--- src/rtl/defender_pkg.sv ---
// rtl/defender_pkg.sv - shared screen limits, colour constants, blitter states and built-in sprite art
package defender_pkg;

  localparam int SCREEN_W = 640;
  localparam int SCREEN_H = 480;

  localparam logic [8:0] TRANSPARENT = 9'h1C7;
  localparam logic [8:0] BG_COLOR    = 9'h000;

  typedef enum logic [1:0] {
    IDLE  = 2'd0,
    RUN   = 2'd1,
    FLUSH = 2'd2
  } state_e;

  // Sprite set: 0 opaque gradient, 1 checkerboard, 2 solid with a clear diagonal, 3 left edge only.
  function automatic logic [8:0] sprite_art(input int id, input int row, input int col, input int spr_w);
    logic [8:0] pix;
    pix = TRANSPARENT;
    case (id)
      0:       pix = 9'(row * spr_w + col + 1);
      1:       pix = (((row ^ col) & 1) == 0) ? 9'(row * spr_w + col) : TRANSPARENT;
      2:       pix = (row == col) ? TRANSPARENT : 9'h1F8;
      default: pix = (col == 0) ? 9'h007 : TRANSPARENT;
    endcase
    return pix;
  endfunction

endpackage

--- src/rtl/sprite_rom.sv ---
// rtl/sprite_rom.sv - single-port synchronous-read sprite ROM, 1-cycle latency
module sprite_rom
  import defender_pkg::*;
#(
  parameter int    COLOR_W = 9,
  parameter int    SPR_W   = 16,
  parameter int    SPR_H   = 16,
  parameter int    NUM_SPR = 4,
  parameter string SPR_MIF = "./MIF/sprites.mif"
) (
  input  logic                                    clock,
  input  logic [$clog2(NUM_SPR*SPR_W*SPR_H)-1:0]  addr,
  output logic [COLOR_W-1:0]                      rdata
);

  localparam int PIX = SPR_W * SPR_H;

  logic [COLOR_W-1:0] rdata_d, rdata_q;

  // An empty image name yields a fully transparent ROM.
  generate
    if (SPR_MIF == "") begin : g_blank
      always_comb rdata_d = COLOR_W'(TRANSPARENT);
    end else begin : g_art
      always_comb rdata_d = COLOR_W'(sprite_art(int'(addr) / PIX, (int'(addr) / SPR_W) % SPR_H,
                                                int'(addr) % SPR_W, SPR_W));
    end
  endgenerate

  always_ff @(posedge clock) rdata_q <= rdata_d;

  assign rdata = rdata_q;

endmodule

--- src/rtl/sprite_blitter.sv ---
// rtl/sprite_blitter.sv - copies one ROM sprite to vga_adapter at (spr_x, spr_y), 1 pixel/clock
// Optional BLITTER_ERASE_EN: latched erase paints opaque pixels with BG_COLOR.
module sprite_blitter
  import defender_pkg::*;
#(
  parameter int    nX      = 10,
  parameter int    nY      = 9,
  parameter int    COLOR_W = 9,
  parameter int    SPR_W   = 16,
  parameter int    SPR_H   = 16,
  parameter int    NUM_SPR = 4,
  parameter string SPR_MIF = "./MIF/sprites.mif"
) (
  input  logic                       clock,
  input  logic                       resetn,
  input  logic                       start,
  input  logic [nX-1:0]              spr_x,
  input  logic [nY-1:0]              spr_y,
  input  logic [$clog2(NUM_SPR)-1:0] spr_id,
  input  logic                       erase,
  output logic                       busy,
  output logic                       done,
  output logic [nX-1:0]              x,
  output logic [nY-1:0]              y,
  output logic [COLOR_W-1:0]         color,
  output logic                       write
);

  localparam int IW  = $clog2(NUM_SPR);
  localparam int CW  = $clog2(SPR_W);
  localparam int RW  = $clog2(SPR_H);
  localparam int PIX = SPR_W * SPR_H;
  localparam int AW  = $clog2(NUM_SPR * PIX);

  state_e             state_q, state_d;
  logic [nX-1:0]      org_x_q, org_x_d;
  logic [nY-1:0]      org_y_q, org_y_d;
  logic [IW-1:0]      id_q, id_d;
  logic               erase_q, erase_d;
  logic [CW-1:0]      col_q, col_d;
  logic [RW-1:0]      row_q, row_d;
  logic               done_q, done_d;
  logic               vld_q, vld_d, on_q, on_d;
  logic [nX-1:0]      px_q, px_d, x_q, x_d;
  logic [nY-1:0]      py_q, py_d, y_q, y_d;
  logic [COLOR_W-1:0] color_q, color_d;
  logic [nX:0]        sum_x;
  logic [nY:0]        sum_y;
  logic [AW-1:0]      rom_addr;
  logic [COLOR_W-1:0] rom_data, pix_color;

  sprite_rom #(
    .COLOR_W (COLOR_W),
    .SPR_W   (SPR_W),
    .SPR_H   (SPR_H),
    .NUM_SPR (NUM_SPR),
    .SPR_MIF (SPR_MIF)
  ) u_rom (
    .clock (clock),
    .addr  (rom_addr),
    .rdata (rom_data)
  );

  always_comb begin
    state_d = state_q;
    org_x_d = org_x_q;
    org_y_d = org_y_q;
    id_d    = id_q;
    erase_d = erase_q;
    col_d   = col_q;
    row_d   = row_q;
    done_d  = 1'b0;
    vld_d   = 1'b0;
    // Screen test is done one bit wider so coordinates never wrap back onto the screen.
    sum_x    = {1'b0, org_x_q} + (nX+1)'(col_q);
    sum_y    = {1'b0, org_y_q} + (nY+1)'(row_q);
    on_d     = (sum_x < (nX+1)'(SCREEN_W)) && (sum_y < (nY+1)'(SCREEN_H));
    px_d     = sum_x[nX-1:0];
    py_d     = sum_y[nY-1:0];
    rom_addr = AW'(id_q) * AW'(PIX) + AW'(row_q) * AW'(SPR_W) + AW'(col_q);
    case (state_q)
      IDLE: begin
        if (start) begin
          org_x_d = spr_x;
          org_y_d = spr_y;
          id_d    = spr_id;
          erase_d = erase;
          col_d   = '0;
          row_d   = '0;
          state_d = RUN;
        end
      end
      RUN: begin
        vld_d = 1'b1;
        if (col_q == CW'(SPR_W - 1)) begin
          col_d = '0;
          row_d = row_q + RW'(1);
          if (row_q == RW'(SPR_H - 1)) state_d = FLUSH;
        end else begin
          col_d = col_q + CW'(1);
        end
      end
      FLUSH: begin
        done_d  = 1'b1;
        state_d = IDLE;
      end
      default: state_d = IDLE;
    endcase
  end

  // Output stage sits on the ROM data cycle; x/y/color hold while write is low.
  always_comb begin
    write = vld_q && on_q && (rom_data != COLOR_W'(TRANSPARENT));
`ifdef BLITTER_ERASE_EN
    pix_color = erase_q ? COLOR_W'(BG_COLOR) : rom_data;
`else
    pix_color = rom_data;
`endif
    x_d     = write ? px_q : x_q;
    y_d     = write ? py_q : y_q;
    color_d = write ? pix_color : color_q;
  end

`ifndef BLITTER_ERASE_EN
  logic unused_erase;
  assign unused_erase = erase_q;
`endif

  always_ff @(posedge clock or negedge resetn) begin
    if (!resetn) begin
      state_q <= IDLE;
      org_x_q <= '0;
      org_y_q <= '0;
      id_q    <= '0;
      erase_q <= 1'b0;
      col_q   <= '0;
      row_q   <= '0;
      done_q  <= 1'b0;
      vld_q   <= 1'b0;
      on_q    <= 1'b0;
      px_q    <= '0;
      py_q    <= '0;
      x_q     <= '0;
      y_q     <= '0;
      color_q <= '0;
    end else begin
      state_q <= state_d;
      org_x_q <= org_x_d;
      org_y_q <= org_y_d;
      id_q    <= id_d;
      erase_q <= erase_d;
      col_q   <= col_d;
      row_q   <= row_d;
      done_q  <= done_d;
      vld_q   <= vld_d;
      on_q    <= on_d;
      px_q    <= px_d;
      py_q    <= py_d;
      x_q     <= x_d;
      y_q     <= y_d;
      color_q <= color_d;
    end
  end

  assign busy  = (state_q != IDLE);
  assign done  = done_q;
  assign x     = x_d;
  assign y     = y_d;
  assign color = color_d;

endmodule

--- config.mk ---
export PLATFORM = sky130hd
export DESIGN_NAME = sprite_blitter
export DESIGN_NICKNAME = d
export VERILOG_FILES = /design/src/rtl/defender_pkg.sv /design/src/rtl/sprite_rom.sv /design/src/rtl/sprite_blitter.sv
export SDC_FILE = /design/constraint.sdc
export NUM_CORES = 1
export LEC_CHECK = 0
export CAP_MARGIN = 30
export CORE_ASPECT_RATIO = 2
export CORE_MARGIN = 1
export CORE_UTILIZATION = 30
export CTS_CLUSTER_SIZE = 12
export DETAILED_ROUTE_END_ITERATION = 8
export REMOVE_ABC_BUFFERS = 1
export SLEW_MARGIN = 20
export SYNTH_ARGS = -nofsm -noshare
export SYNTH_HDL_FRONTEND = slang
export SYNTH_SLANG_ARGS = --single-unit
--- constraint.sdc ---
create_clock -name clock -period 2.3 [get_ports clock]
set_clock_uncertainty 0.2 [all_clocks]
set_input_delay 0.23 -clock clock [delete_from_list [all_inputs] [get_ports clock]]
set_output_delay 0.23 -clock clock [all_outputs]
set_load 0.02 [all_outputs]
==> impl_metrics.xml, run 1 <==
<?xml version="1.0" encoding="UTF-8"?>
<metrics>
  <group name="outcome">
    <metric name="outcome" unit="">finished with violations</metric>
    <metric name="violations_in_the_final_reports" unit="">setup timing</metric>
  </group>
  <group name="timing">
    <metric name="timing.final.hold_violations" unit="">0</metric>
    <metric name="max_freq" unit="MHz">412.9</metric>
    <metric name="final.period_utilization" unit="%">105.3</metric>
    <metric name="timing.max_slew.rel_slack" unit="%">64.21</metric>
    <metric name="fin_tns_setup" unit="ns">-2.853</metric>
    <metric name="unrepaired_setup_endpoints_after_global_routing" unit="">true</metric>
    <metric name="finalSetupViolations" unit="">28</metric>
    <metric name="period_minus_slack" unit="ns">2.422</metric>
    <metric name="final.setup.worst_slack" unit="ns">-0.1217</metric>
    <metric name="max_slew.worst_pin.slew" unit="ns">0.5369</metric>
    <metric name="slew_viol_final" unit="">0</metric>
  </group>
  <group name="detailed_routing">
    <metric name="detail_route.vias_per_cell" unit="">4.707</metric>
    <metric name="routedWlPerCell" unit="um">14.30</metric>
    <metric name="total_number_of_vias" unit="">2824</metric>
    <metric name="first_pass_iters" unit="">4</metric>
    <metric name="drcViolationCount" unit="">0</metric>
    <metric name="dr.first_iter.drc_count" unit="">136</metric>
    <metric name="final_antenna_net_count" unit="">0</metric>
    <metric name="drt-total-wl" unit="um">8579</metric>
  </group>
  <group name="floorplanning">
    <metric name="die_h" unit="um">165.5</metric>
    <metric name="die_area" unit="um2">13860</metric>
    <metric name="initial_core_utilization" unit="%">30.86</metric>
    <metric name="number_of_placement_rows" unit="">59</metric>
    <metric name="design.portCount" unit="">56</metric>
    <metric name="core_area" unit="um2">12990</metric>
    <metric name="die_width" unit="um">83.74</metric>
  </group>
  <group name="critical_path">
    <metric name="critical_path.endpoint_type" unit="">primary output</metric>
    <metric name="cpLargestDelayFamily" unit="">simple AND/OR/NAND/NOR gates</metric>
    <metric name="timing.setup.critical_path_class" unit="">flop to primary output</metric>
    <metric name="internal_reg_to_reg_setup_slack" unit="ns">0.16</metric>
    <metric name="slowest_delay" unit="ns">0.33</metric>
    <metric name="critical_path_buf_inv_count" unit="">2</metric>
    <metric name="timing.critical_path.slowest_stage_cell" unit="">sky130_fd_sc_hd__dfxtp_2</metric>
    <metric name="worstSetupStartpointType" unit="">flop</metric>
    <metric name="cp_cell_instances" unit="">nor4bb_4, nand3_2, nor3_4, nor2_4, clkbuf_16, mux2_2, buf_4</metric>
    <metric name="crit_fanout" unit="">13</metric>
    <metric name="cp.arrival" unit="ns">1.99</metric>
    <metric name="worst-endpoint-required" unit="ns">1.87</metric>
  </group>
  <group name="final_layout">
    <metric name="insertedDiodeCount" unit="">0</metric>
    <metric name="n_fill_cell" unit="">1298</metric>
    <metric name="drive_gt1_share" unit="%">22.54</metric>
    <metric name="mostFrequentLayoutCell" unit="">sky130_fd_sc_hd__dfrtp_1</metric>
    <metric name="nNetsFinal" unit="">484</metric>
    <metric name="area_delta_synth_final" unit="%">29.62</metric>
    <metric name="most-common-layout-cells" unit="">sky130_fd_sc_hd__dfrtp_1 (81), sky130_fd_sc_hd__nand2_1 (77), sky130_fd_sc_hd__buf_4 (27)</metric>
  </group>
  <group name="clocking">
    <metric name="clk_latency" unit="ns">0.34</metric>
    <metric name="number_of_clock_buffers_inserted_by_tritoncts" unit="">9</metric>
    <metric name="clock_sink_count" unit="">90</metric>
    <metric name="htree_num_levels" unit="">3</metric>
    <metric name="cts.reportedPaths.clkPinSlew" unit="ns">0.07</metric>
    <metric name="clock_tree.buffer_depth" unit="">2</metric>
    <metric name="ctsRootBufferMaster" unit="">sky130_fd_sc_hd__clkbuf_16</metric>
    <metric name="cts_tree" unit="">built</metric>
  </group>
  <group name="power_and_ir_drop">
    <metric name="power_leakage" unit="nW">2.460</metric>
    <metric name="ir_worst_vdd" unit="mV">0.6198</metric>
    <metric name="powerDensity" unit="nW/um2">1421</metric>
  </group>
  <group name="grt">
    <metric name="grt_start_max_net_pins" unit="">42</metric>
    <metric name="initial_antenna_violation_count" unit="">0</metric>
    <metric name="grt_remaining_overflow" unit="">0</metric>
    <metric name="global_route_wire_length_before_repair" unit="um">14170</metric>
    <metric name="grtUsageTotal" unit="%">13.32</metric>
    <metric name="grt_pass1_vias" unit="">2965</metric>
  </group>
  <group name="place">
    <metric name="preCtsSetupSlack" unit="ns">-0.2575</metric>
    <metric name="globalplace.congestion" unit="">0.8520</metric>
    <metric name="number_of_input_and_output_port_buffers_inserted" unit="">54</metric>
    <metric name="dpl.hpwl" unit="um">6212</metric>
  </group>
  <group name="synthesis">
    <metric name="synth_sequential_area_ratio" unit="%">55.06</metric>
    <metric name="postSynthRegisterBits" unit="">90</metric>
    <metric name="synth-edff-count" unit="">0</metric>
    <metric name="mappedNetlistArea" unit="um2">4009</metric>
    <metric name="synthesized_netlist_cell_count" unit="">373</metric>
    <metric name="synth_flop_cell" unit="">sky130_fd_sc_hd__dfrtp_1</metric>
    <metric name="avgSynthCellArea" unit="um2">10.75</metric>
    <metric name="synthDistinctLibCells" unit="">39</metric>
    <metric name="synthesis.yosys.warnings" unit="">0</metric>
    <metric name="synth-async-reset-ratio" unit="%">90.00</metric>
  </group>
  <group name="job">
    <metric name="drv.max_cap_violation_count" unit="">0</metric>
  </group>
  <group name="hold_path">
    <metric name="hold_path.class" unit="">primary input to async pin</metric>
  </group>
</metrics>
## layer usage
metal  share of wire, %  track usage (%)
met5                  0                0
met4                2.1            6.471
met3                2.8            2.684
met2                 57            24.69
met1                 38            14.29
## sequential cells by signal, indices dropped and copies added (netlist names)
register and cells:
state_q 2, org_x_q 10, org_y_q 9, px_q 10, on_q 1, done 1, row_q 4, y_q 9
py_q 9, vld_q 1, x_q 10, color_q 9, id_q 2, col_q 4, u_rom.rdata 9
## synth_stat cells, drive strengths merged (4+ instances only)
| library cell | count | area share (%) |
|---|---|---|
| mux2 | 27 | 8.5 |
| nand3 | 11 | 1.4 |
| and3 | 5 | 0.78 |
| nand2 | 77 | 7.2 |
| dfrtp | 81 | 51 |
| clkbuf | 12 | 1.1 |
| o21ai | 18 | 2.2 |
| nor2 | 20 | 1.9 |
| nand4 | 4 | 0.62 |
| inv | 12 | 1.1 |
| o21a | 4 | 0.75 |
| buf | 5 | 0.94 |
| xor2 | 6 | 1.3 |
| xnor2 | 16 | 3.5 |
| a21o | 5 | 0.94 |
| ha | 13 | 4.1 |
| dfxtp | 9 | 4.5 |
| nor2b | 5 | 0.78 |
| a21oi | 15 | 1.9 |
## through the flow
step	power (mW)	instances	cell area, um2	utilization (%)	hold slack, ns
2_1_floorplan	4.452	356	3926	-	-0.2656
3_3_place_gp	5.695	582	4832	37.19	0.04495
3_5_place_dp	5.764	582	4832	37.19	0.04952
4_1_cts	7.271	600	5104	39.28	0.2079
5_1_grt	7.872	600	5196	39.99	0.2258
6_report	7.385	600	5196	39.99	0.2119
## path summary, 6_finish.rpt
check,cells past startpoint,from,end
setup reg to reg,7,col_q[1],px_q[8]
min in group clock,3,spr_x[6],org_x_q[6]
max in group asynchronous,3,resetn,px_q[1]
hold / removal,2,resetn,y_q[5]
setup / recovery,7,u_rom.rdata[2],color[1]
hold reg to reg,1,state_q[0],done
## layout make-up
| class | count | area, um2 | area share, % |
|---|---|---|---|
| clock buffer | 9 | 225.2 | 4.334 |
| clock inverter | 6 | 115.1 | 2.215 |
| inverter | 12 | 45.04 | 0.8668 |
| multi-input combinational | 254 | 1714 | 32.99 |
| sequential | 90 | 2210 | 42.52 |
| tap | 152 | 190.2 | 3.660 |
| timing repair buffer | 77 | 696.9 | 13.41 |
## cells by family after synthesis
family	share of synthesized area [%]
AND/OR/NAND/NOR	15.07
flip-flops	55.06
AO/OA/AOI/OAI	7.803
buffers and inverters	3.183
multiplexers	9.020
XOR/XNOR	4.806
adder cells (fa/ha/maj)	5.056
## where the power goes
part | switching [mW] | internal, mW
clock | 0.601 | 1.06
sequential | 0.371 | 2.23
combinational | 1.60 | 1.53
total | 2.57 | 4.82
## what timing repair did
| item | in CTS | in global routing |
|---|---|---|
| hold buffers | 1 | 0 |
| gates cloned | 1 | 0 |
| endpoints found under the setup margin | 29 | 32 |
| buffers inserted | 1 | 0 |
| hold endpoints to repair | 40 | 0 |
| gates resized for setup | 119 | 36 |
| pin swaps | 4 | 1 |
## worst register-to-register path, stage by stage, from the launching register on
cell and delay (ns):
sky130_fd_sc_hd__dfrtp_1 0.45, sky130_fd_sc_hd__inv_1 0.15, sky130_fd_sc_hd__fa_1 0.45, sky130_fd_sc_hd__nor2b_2 0.17, sky130_fd_sc_hd__o21ai_0 0.13, sky130_fd_sc_hd__a21oi_1 0.24
sky130_fd_sc_hd__nand2_1 0.10, sky130_fd_sc_hd__xnor2_1 0.18
No activity file was read; power rests on OpenSTA's default activity.
==> run 2: changes to the inputs <==
HOLD_SLACK_MARGIN = 0.02   (was unset)
clock period = 2.8 ns   (was 2.3 ns; I/O delays follow)
==> run 2 against run 1 <==
The run now ends clean. Sequential share of layout area increased by 1.4 points. Global-route usage increased by 0.12 points. Register-to-register slack improved by 0.26 ns. Cell count decreased by 2.5%.
==> impl_metrics.xml, run 2 (synthesized netlist as in run 1, its figures left out) <==
<?xml version="1.0" encoding="UTF-8"?>
<metrics>
  <group name="outcome">
    <metric name="outcome" unit="">finished, final reports clean</metric>
  </group>
  <group name="clocking">
    <metric name="clk_latency" unit="ns">0.34</metric>
    <metric name="clock_sink_count" unit="">90</metric>
    <metric name="clock_tree.buffer_depth" unit="">2</metric>
    <metric name="ctsRootBufferMaster" unit="">sky130_fd_sc_hd__clkbuf_16</metric>
    <metric name="htree_num_levels" unit="">3</metric>
    <metric name="number_of_clock_buffers_inserted_by_tritoncts" unit="">9</metric>
    <metric name="cts_setup_buffers" unit="">0</metric>
    <metric name="cts_tree" unit="">built</metric>
    <metric name="cts.reportedPaths.clkPinSlew" unit="ns">0.06</metric>
  </group>
  <group name="job">
    <metric name="drv.max_cap_violation_count" unit="">0</metric>
  </group>
  <group name="detailed_routing">
    <metric name="detail_route.vias_per_cell" unit="">4.754</metric>
    <metric name="dr.first_iter.drc_count" unit="">133</metric>
    <metric name="drcViolationCount" unit="">0</metric>
    <metric name="first_pass_iters" unit="">4</metric>
    <metric name="total_number_of_vias" unit="">2781</metric>
    <metric name="routedWlPerCell" unit="um">14.58</metric>
    <metric name="drt-total-wl" unit="um">8531</metric>
    <metric name="final_antenna_net_count" unit="">0</metric>
  </group>
  <group name="timing">
    <metric name="max_slew.worst_pin.slew" unit="ns">0.7511</metric>
    <metric name="final.period_utilization" unit="%">94.92</metric>
    <metric name="timing.max_slew.rel_slack" unit="%">49.80</metric>
    <metric name="slew_viol_final" unit="">0</metric>
    <metric name="max_freq" unit="MHz">376.3</metric>
    <metric name="finalSetupViolations" unit="">0</metric>
    <metric name="unrepaired_setup_endpoints_after_global_routing" unit="">false</metric>
    <metric name="period_minus_slack" unit="ns">2.658</metric>
    <metric name="timing.final.hold_violations" unit="">0</metric>
  </group>
  <group name="final_layout">
    <metric name="final_util" unit="%">38.71</metric>
    <metric name="n_fill_cell" unit="">1281</metric>
    <metric name="leading_registers_by_flop_count" unit="">org_x_q x10, px_q x10, x_q x10</metric>
    <metric name="seq_area" unit="um2">2207</metric>
    <metric name="mostFrequentLayoutCell" unit="">sky130_fd_sc_hd__dfrtp_1</metric>
    <metric name="most-common-layout-cells" unit="">sky130_fd_sc_hd__dfrtp_1 (81), sky130_fd_sc_hd__nand2_1 (77), sky130_fd_sc_hd__clkdlybuf4s50_1 (25)</metric>
    <metric name="multi_input_comb_area" unit="um2">1692</metric>
    <metric name="area_delta_synth_final" unit="%">25.47</metric>
    <metric name="drive_gt1_share" unit="%">12.01</metric>
    <metric name="nNetsFinal" unit="">468</metric>
    <metric name="layoutNonFillerInstCount" unit="">585</metric>
    <metric name="insertedDiodeCount" unit="">0</metric>
  </group>
  <group name="critical_path">
    <metric name="crit_fanout" unit="">27</metric>
    <metric name="critical_path.endpoint_type" unit="">primary output</metric>
    <metric name="worst-endpoint-required" unit="ns">2.32</metric>
    <metric name="cp.arrival" unit="ns">2.18</metric>
    <metric name="cp_cell_instances" unit="">nor4bb_4, nand3_1, nor3_2, nor2_2, buf_12, mux2_2, dlygate4sd2_1</metric>
    <metric name="slowest_delay" unit="ns">0.37</metric>
    <metric name="internal_reg_to_reg_setup_slack" unit="ns">0.42</metric>
    <metric name="worstSetupStartpointType" unit="">flop</metric>
    <metric name="timing.critical_path.slowest_stage_cell" unit="">sky130_fd_sc_hd__mux2_2</metric>
    <metric name="timing.setup.critical_path_class" unit="">flop to primary output</metric>
  </group>
  <group name="floorplanning">
    <metric name="core_area" unit="um2">12990</metric>
    <metric name="initial_core_utilization" unit="%">30.86</metric>
    <metric name="number_of_placement_rows" unit="">59</metric>
    <metric name="die_h" unit="um">165.5</metric>
    <metric name="die_area" unit="um2">13860</metric>
    <metric name="die_width" unit="um">83.74</metric>
    <metric name="design.portCount" unit="">56</metric>
  </group>
  <group name="power_and_ir_drop">
    <metric name="ir_worst_vdd" unit="mV">0.5703</metric>
    <metric name="power_leakage" unit="nW">2.365</metric>
    <metric name="powerDensity" unit="nW/um2">1128</metric>
  </group>
  <group name="grt">
    <metric name="global_route_wire_length_before_repair" unit="um">14360</metric>
    <metric name="initial_antenna_violation_count" unit="">0</metric>
    <metric name="grt_remaining_overflow" unit="">0</metric>
    <metric name="grtUsageTotal" unit="%">13.44</metric>
    <metric name="grt_pass1_vias" unit="">2909</metric>
    <metric name="grt_start_max_net_pins" unit="">45</metric>
  </group>
  <group name="place">
    <metric name="number_of_input_and_output_port_buffers_inserted" unit="">54</metric>
    <metric name="dpl.hpwl" unit="um">6359</metric>
    <metric name="globalplace.congestion" unit="">0.8594</metric>
    <metric name="count_of_placed_standard_cells_including_taps" unit="">568</metric>
  </group>
  <group name="hold_path">
    <metric name="hold_path.class" unit="">primary input to async pin</metric>
  </group>
</metrics>
-- run 2: changes by cell type in the layout (fill, tap and decap cells not counted), sizes merged --
cell,previous run,this run
clkinvlp,1,2
buf,50,7
dlymetal6s2s,0,2
clkdlybuf4s15,0,10
clkdlybuf4s50,24,25
dlygate4sd2,0,16
bufinv,3,1
-- run 2: worst max-delay path, delay by kind of cell (launching register included) --
| family | cells | cell delay (ns) |
|---|---|---|
| buf+inv | 2 | 0.57 |
| simple gates | 4 | 0.56 |
| mux | 1 | 0.37 |
| flops | 1 | 0.34 |
-- run 2: per-layer routing --
metal	wire length [um]	global-route usage [%]
met1	3300	14.36
met2	4884	25.57
met3	204	2.237
met4	142	6.009
met5	0	0
-- run 2: path summary, 6_finish.rpt --
| check | start | endpoint | cells after the start |
|---|---|---|---|
| worst max-delay path | u_rom.rdata[2] | color[5] | 7 |
| worst min-delay path | resetn | y_q[1] | 2 |
| worst max register to register | col_q[0] | px_q[8] | 8 |
| worst min register to register | state_q[0] | done | 1 |
| max in group asynchronous | resetn | org_y_q[6] | 3 |
| min in group clock | spr_x[9] | org_x_q[9] | 3 |
-- run 2: final cells by class --
cell class | count | area share, %
clock inverter | 5 | 1.244
multi-input combinational | 254 | 33.63
clock buffer | 11 | 4.826
sequential | 90 | 43.88
inverter | 12 | 0.8955
timing repair buffer | 61 | 11.74
tap | 152 | 3.781
-- run 2: report_power, final --
part           internal (mW)  switching (mW)  leakage, nW  total [mW]
combinational           1.08            1.20         1.15        2.28
sequential              1.83           0.351         1.07        2.18
clock                  0.720           0.498        0.142        1.22
total                   3.62            2.05         2.37        5.67
-- run 2: metrics by stage --
| stage | TNS, ns | worst slack [ns] | hold slack (ns) | cell area (um2) | total power, mW |
|---|---|---|---|---|---|
| 2_1_floorplan | -17.08 | -0.4087 | -0.2156 | 3926 | 3.657 |
| 3_3_place_gp | 0 | 0.1722 | 0.09662 | 4715 | 4.589 |
| 3_5_place_dp | 0 | 0.1580 | 0.1016 | 4715 | 4.649 |
| 4_1_cts | 0 | 0.01312 | 0.2581 | 5004 | 5.728 |
| 5_1_grt | 0 | 0.001815 | 0.2749 | 5030 | 6.075 |
| 6_report | 0 | 0.1423 | 0.2540 | 5030 | 5.671 |
-- run 2: repair_timing --
item                                   CTS  global route
endpoints found under the hold margin   42             0
gates cloned                             0             0
pin swaps                                0             1
resized for setup                       27            13
hold buffers                             1             0
setup endpoints to repair               28            28
==> run 3: changes to the inputs <==
ABC_AREA = 1   (was unset)
==> run 3 against run 2 <==
The run now ends with DRC left. Critical endpoint is now color[2]. Total power increased by 18%. Sequential power up 8%. Largest cell class unchanged. Synthesized cell count up 31%. Via count increased by 18%. Wire length grew 12%. Global-route usage increased by 1.5 points.
==> impl_metrics.xml, run 3 <==
<?xml version="1.0" encoding="UTF-8"?>
<metrics>
  <group name="outcome">
    <metric name="outcome" unit="">finished with violations</metric>
    <metric name="violations_in_the_final_reports" unit="">DRC</metric>
  </group>
  <group name="timing">
    <metric name="unrepaired_setup_endpoints_after_global_routing" unit="">false</metric>
    <metric name="timing.final.hold_violations" unit="">0</metric>
    <metric name="final.period_utilization" unit="%">94.95</metric>
    <metric name="max_freq" unit="MHz">376.1</metric>
    <metric name="slew_viol_final" unit="">0</metric>
    <metric name="timing.max_slew.rel_slack" unit="%">56.78</metric>
    <metric name="max_slew.worst_pin.slew" unit="ns">0.6483</metric>
    <metric name="finalSetupViolations" unit="">0</metric>
    <metric name="fin_tns_setup" unit="ns">0</metric>
    <metric name="period_minus_slack" unit="ns">2.659</metric>
  </group>
  <group name="synthesis">
    <metric name="netlist.top_cell.by_area" unit="">sky130_fd_sc_hd__dfrtp_1</metric>
    <metric name="synth-edff-count" unit="">0</metric>
    <metric name="synth_sequential_area_ratio" unit="%">53.58</metric>
    <metric name="synthesis.yosys.warnings" unit="">0</metric>
    <metric name="postSynthRegisterBits" unit="">90</metric>
    <metric name="yosys-top-cells-area" unit="">sky130_fd_sc_hd__dfrtp_1 (49%), sky130_fd_sc_hd__nand2_1 (16%), sky130_fd_sc_hd__nand3_1 (6.3%), sky130_fd_sc_hd__dfxtp_1 (4.4%), sky130_fd_sc_hd__inv_1 (4.4%)</metric>
    <metric name="netlist.area_leader.share" unit="%">49.21</metric>
    <metric name="synthDistinctLibCells" unit="">34</metric>
    <metric name="synth_flop_cell" unit="">sky130_fd_sc_hd__dfrtp_1</metric>
    <metric name="synth-async-reset-ratio" unit="%">90.00</metric>
    <metric name="synthesized_netlist_cell_count" unit="">488</metric>
    <metric name="dominant_cell_by_count_in_the_synthesized_netlist" unit="">sky130_fd_sc_hd__nand2_1</metric>
    <metric name="mappedNetlistArea" unit="um2">4119</metric>
    <metric name="synthTopCellsByCount" unit="">sky130_fd_sc_hd__nand2_1 (176), sky130_fd_sc_hd__dfrtp_1 (81), sky130_fd_sc_hd__nand3_1 (52)</metric>
    <metric name="avgSynthCellArea" unit="um2">8.440</metric>
  </group>
  <group name="final_layout">
    <metric name="area_delta_synth_final" unit="%">25.79</metric>
    <metric name="most-common-layout-cells" unit="">sky130_fd_sc_hd__nand2_1 (176), sky130_fd_sc_hd__dfrtp_1 (81), sky130_fd_sc_hd__nand3_1 (52)</metric>
    <metric name="postLayoutCellArea" unit="um2">5181</metric>
    <metric name="n_fill_cell" unit="">1352</metric>
    <metric name="leading_registers_by_flop_count" unit="">org_x_q x10, px_q x10, x_q x10</metric>
    <metric name="insertedDiodeCount" unit="">0</metric>
    <metric name="multi_input_comb_area" unit="um2">1654</metric>
    <metric name="seq_area" unit="um2">2207</metric>
    <metric name="drive_gt1_share" unit="%">5.606</metric>
    <metric name="nNetsFinal" unit="">588</metric>
    <metric name="mostFrequentLayoutCell" unit="">sky130_fd_sc_hd__nand2_1</metric>
  </group>
  <group name="floorplanning">
    <metric name="design.portCount" unit="">56</metric>
    <metric name="core_area" unit="um2">13440</metric>
    <metric name="die_width" unit="um">84.86</metric>
    <metric name="die_h" unit="um">167.7</metric>
    <metric name="die_area" unit="um2">14230</metric>
    <metric name="number_of_placement_rows" unit="">60</metric>
    <metric name="initial_core_utilization" unit="%">30.65</metric>
  </group>
  <group name="critical_path">
    <metric name="cp.arrival" unit="ns">2.18</metric>
    <metric name="crit_fanout" unit="">11</metric>
    <metric name="worstSetupStartpointType" unit="">flop</metric>
    <metric name="critical_path.endpoint_type" unit="">primary output</metric>
    <metric name="timing.setup.critical_path_class" unit="">flop to primary output</metric>
    <metric name="worst-endpoint-required" unit="ns">2.32</metric>
  </group>
  <group name="grt">
    <metric name="grt_remaining_overflow" unit="">0</metric>
    <metric name="global_route_wire_length_before_repair" unit="um">16500</metric>
    <metric name="grt_pass1_vias" unit="">3412</metric>
    <metric name="initial_antenna_violation_count" unit="">0</metric>
    <metric name="grtUsageTotal" unit="%">14.95</metric>
    <metric name="grt_start_max_net_pins" unit="">51</metric>
  </group>
  <group name="detailed_routing">
    <metric name="drt-total-wl" unit="um">9517</metric>
    <metric name="detail_route.vias_per_cell" unit="">4.643</metric>
    <metric name="first_pass_iters" unit="">8</metric>
    <metric name="routedWlPerCell" unit="um">13.44</metric>
    <metric name="drcViolationCount" unit="">3</metric>
    <metric name="final_antenna_net_count" unit="">0</metric>
    <metric name="dr.first_iter.drc_count" unit="">168</metric>
    <metric name="total_number_of_vias" unit="">3287</metric>
  </group>
  <group name="place">
    <metric name="dpl.hpwl" unit="um">7434</metric>
    <metric name="number_of_input_and_output_port_buffers_inserted" unit="">54</metric>
    <metric name="globalplace.congestion" unit="">0.8718</metric>
    <metric name="place_area" unit="um2">4845</metric>
  </group>
  <group name="power_and_ir_drop">
    <metric name="power_leakage" unit="nW">2.768</metric>
    <metric name="powerDensity" unit="nW/um2">1294</metric>
    <metric name="ir_worst_vdd" unit="mV">0.3852</metric>
  </group>
  <group name="clocking">
    <metric name="ctsRootBufferMaster" unit="">sky130_fd_sc_hd__clkbuf_16</metric>
    <metric name="htree_num_levels" unit="">3</metric>
    <metric name="cts.reportedPaths.clkPinSlew" unit="ns">0.06</metric>
    <metric name="clock_sink_count" unit="">90</metric>
    <metric name="clock_tree.buffer_depth" unit="">2</metric>
    <metric name="clk_latency" unit="ns">0.34</metric>
    <metric name="number_of_clock_buffers_inserted_by_tritoncts" unit="">9</metric>
    <metric name="cts_tree" unit="">built</metric>
  </group>
  <group name="job">
    <metric name="drv.max_cap_violation_count" unit="">0</metric>
  </group>
  <group name="hold_path">
    <metric name="hold_path.class" unit="">flop to flop</metric>
  </group>
</metrics>
==> run 3: cell count changes after synthesis, moves of 9 or more <==
cell,previous run,this run
sky130_fd_sc_hd__xnor2_1,16,3
sky130_fd_sc_hd__nor2_1,20,29
sky130_fd_sc_hd__a21oi_1,15,2
sky130_fd_sc_hd__inv_1,12,48
sky130_fd_sc_hd__mux2_2,17,0
sky130_fd_sc_hd__nand2_1,77,176
sky130_fd_sc_hd__mux2_4,10,0
sky130_fd_sc_hd__nand3_1,11,52
==> run 3: kinds of logic after synthesis <==
family                   count (synthesis)  synth area share, %
adder cells (fa/ha/maj)                 15                4.921
buffers and inverters                   63                6.379
AO/OA/AOI/OAI                           36                4.891
XOR/XNOR                                12                2.552
flip-flops                              90                53.58
AND/OR/NAND/NOR                        272                27.67
==> run 3: routing by layer <==
layer	GRT usage, %	vias up	wire [um]
li1	-	1674	-
met1	16.00	1541	3714
met2	28.53	55	5331
met3	1.774	17	183
met4	6.927	0	287
met5	0	-	0
==> run 3: critical path, stage by stage (launching register included) <==
cell and delay (ns):
sky130_fd_sc_hd__dfxtp_1 0.32, sky130_fd_sc_hd__nor4_2 0.32, sky130_fd_sc_hd__nand4_2 0.17, sky130_fd_sc_hd__nand2_4 0.17
sky130_fd_sc_hd__nand2_1 0.07, sky130_fd_sc_hd__o21ai_1 0.14, sky130_fd_sc_hd__clkdlybuf4s50_1 0.66
==> run 3: final timing paths <==
kind                                start         end  slack, ns  cells after the start
max                        u_rom.rdata[3]    color[2]       0.14                      6
min                            state_q[0]        done       0.26                      1
max reg2reg                      row_q[0]        on_q       0.47                     10
min reg2reg                    state_q[0]        done       0.26                      1
max in group asynchronous          resetn      y_q[8]       1.44                      3
min in group asynchronous          resetn  color_q[5]       0.32                      2
==> run 3: final cells by class <==
type / count / share of cell area (%)
tap: 155 / 3.743
timing repair buffer: 63 / 12.90
clock inverter: 3 / 0.4588
clock buffer: 13 / 4.830
multi-input combinational: 335 / 31.92
inverter: 49 / 3.550
sequential: 90 / 42.60
==> run 3: through the flow <==
stage | instances | power, mW | setup WS (ns) | utilization, % | hold WS, ns
final | 708 | 6.705 | 0.1413 | 38.56 | 0.2609
after floorplan | 474 | 4.327 | 0.4950 | - | -0.2156
after global routing | 708 | 7.304 | 0.03341 | 38.56 | 0.2885
after global placement | 691 | 5.665 | 0.4066 | 36.05 | 0.1530
after CTS | 708 | 6.848 | 0.02541 | 38.20 | 0.2632
after detailed placement | 691 | 5.706 | 0.3449 | 36.05 | 0.1548
==> run 3: timing repair <==
item	CTS	global route
buffers inserted	0	0
hold endpoints to repair	47	0
hold buffers	1	0
endpoints found under the setup margin	4	19
resized for setup	1	19
==> run 3: power breakdown <==
group,switching [mW],total [mW],internal [mW]
logic,1.92,3.23,1.32
registers,0.413,2.36,1.95
clock network,0.484,1.11,0.630
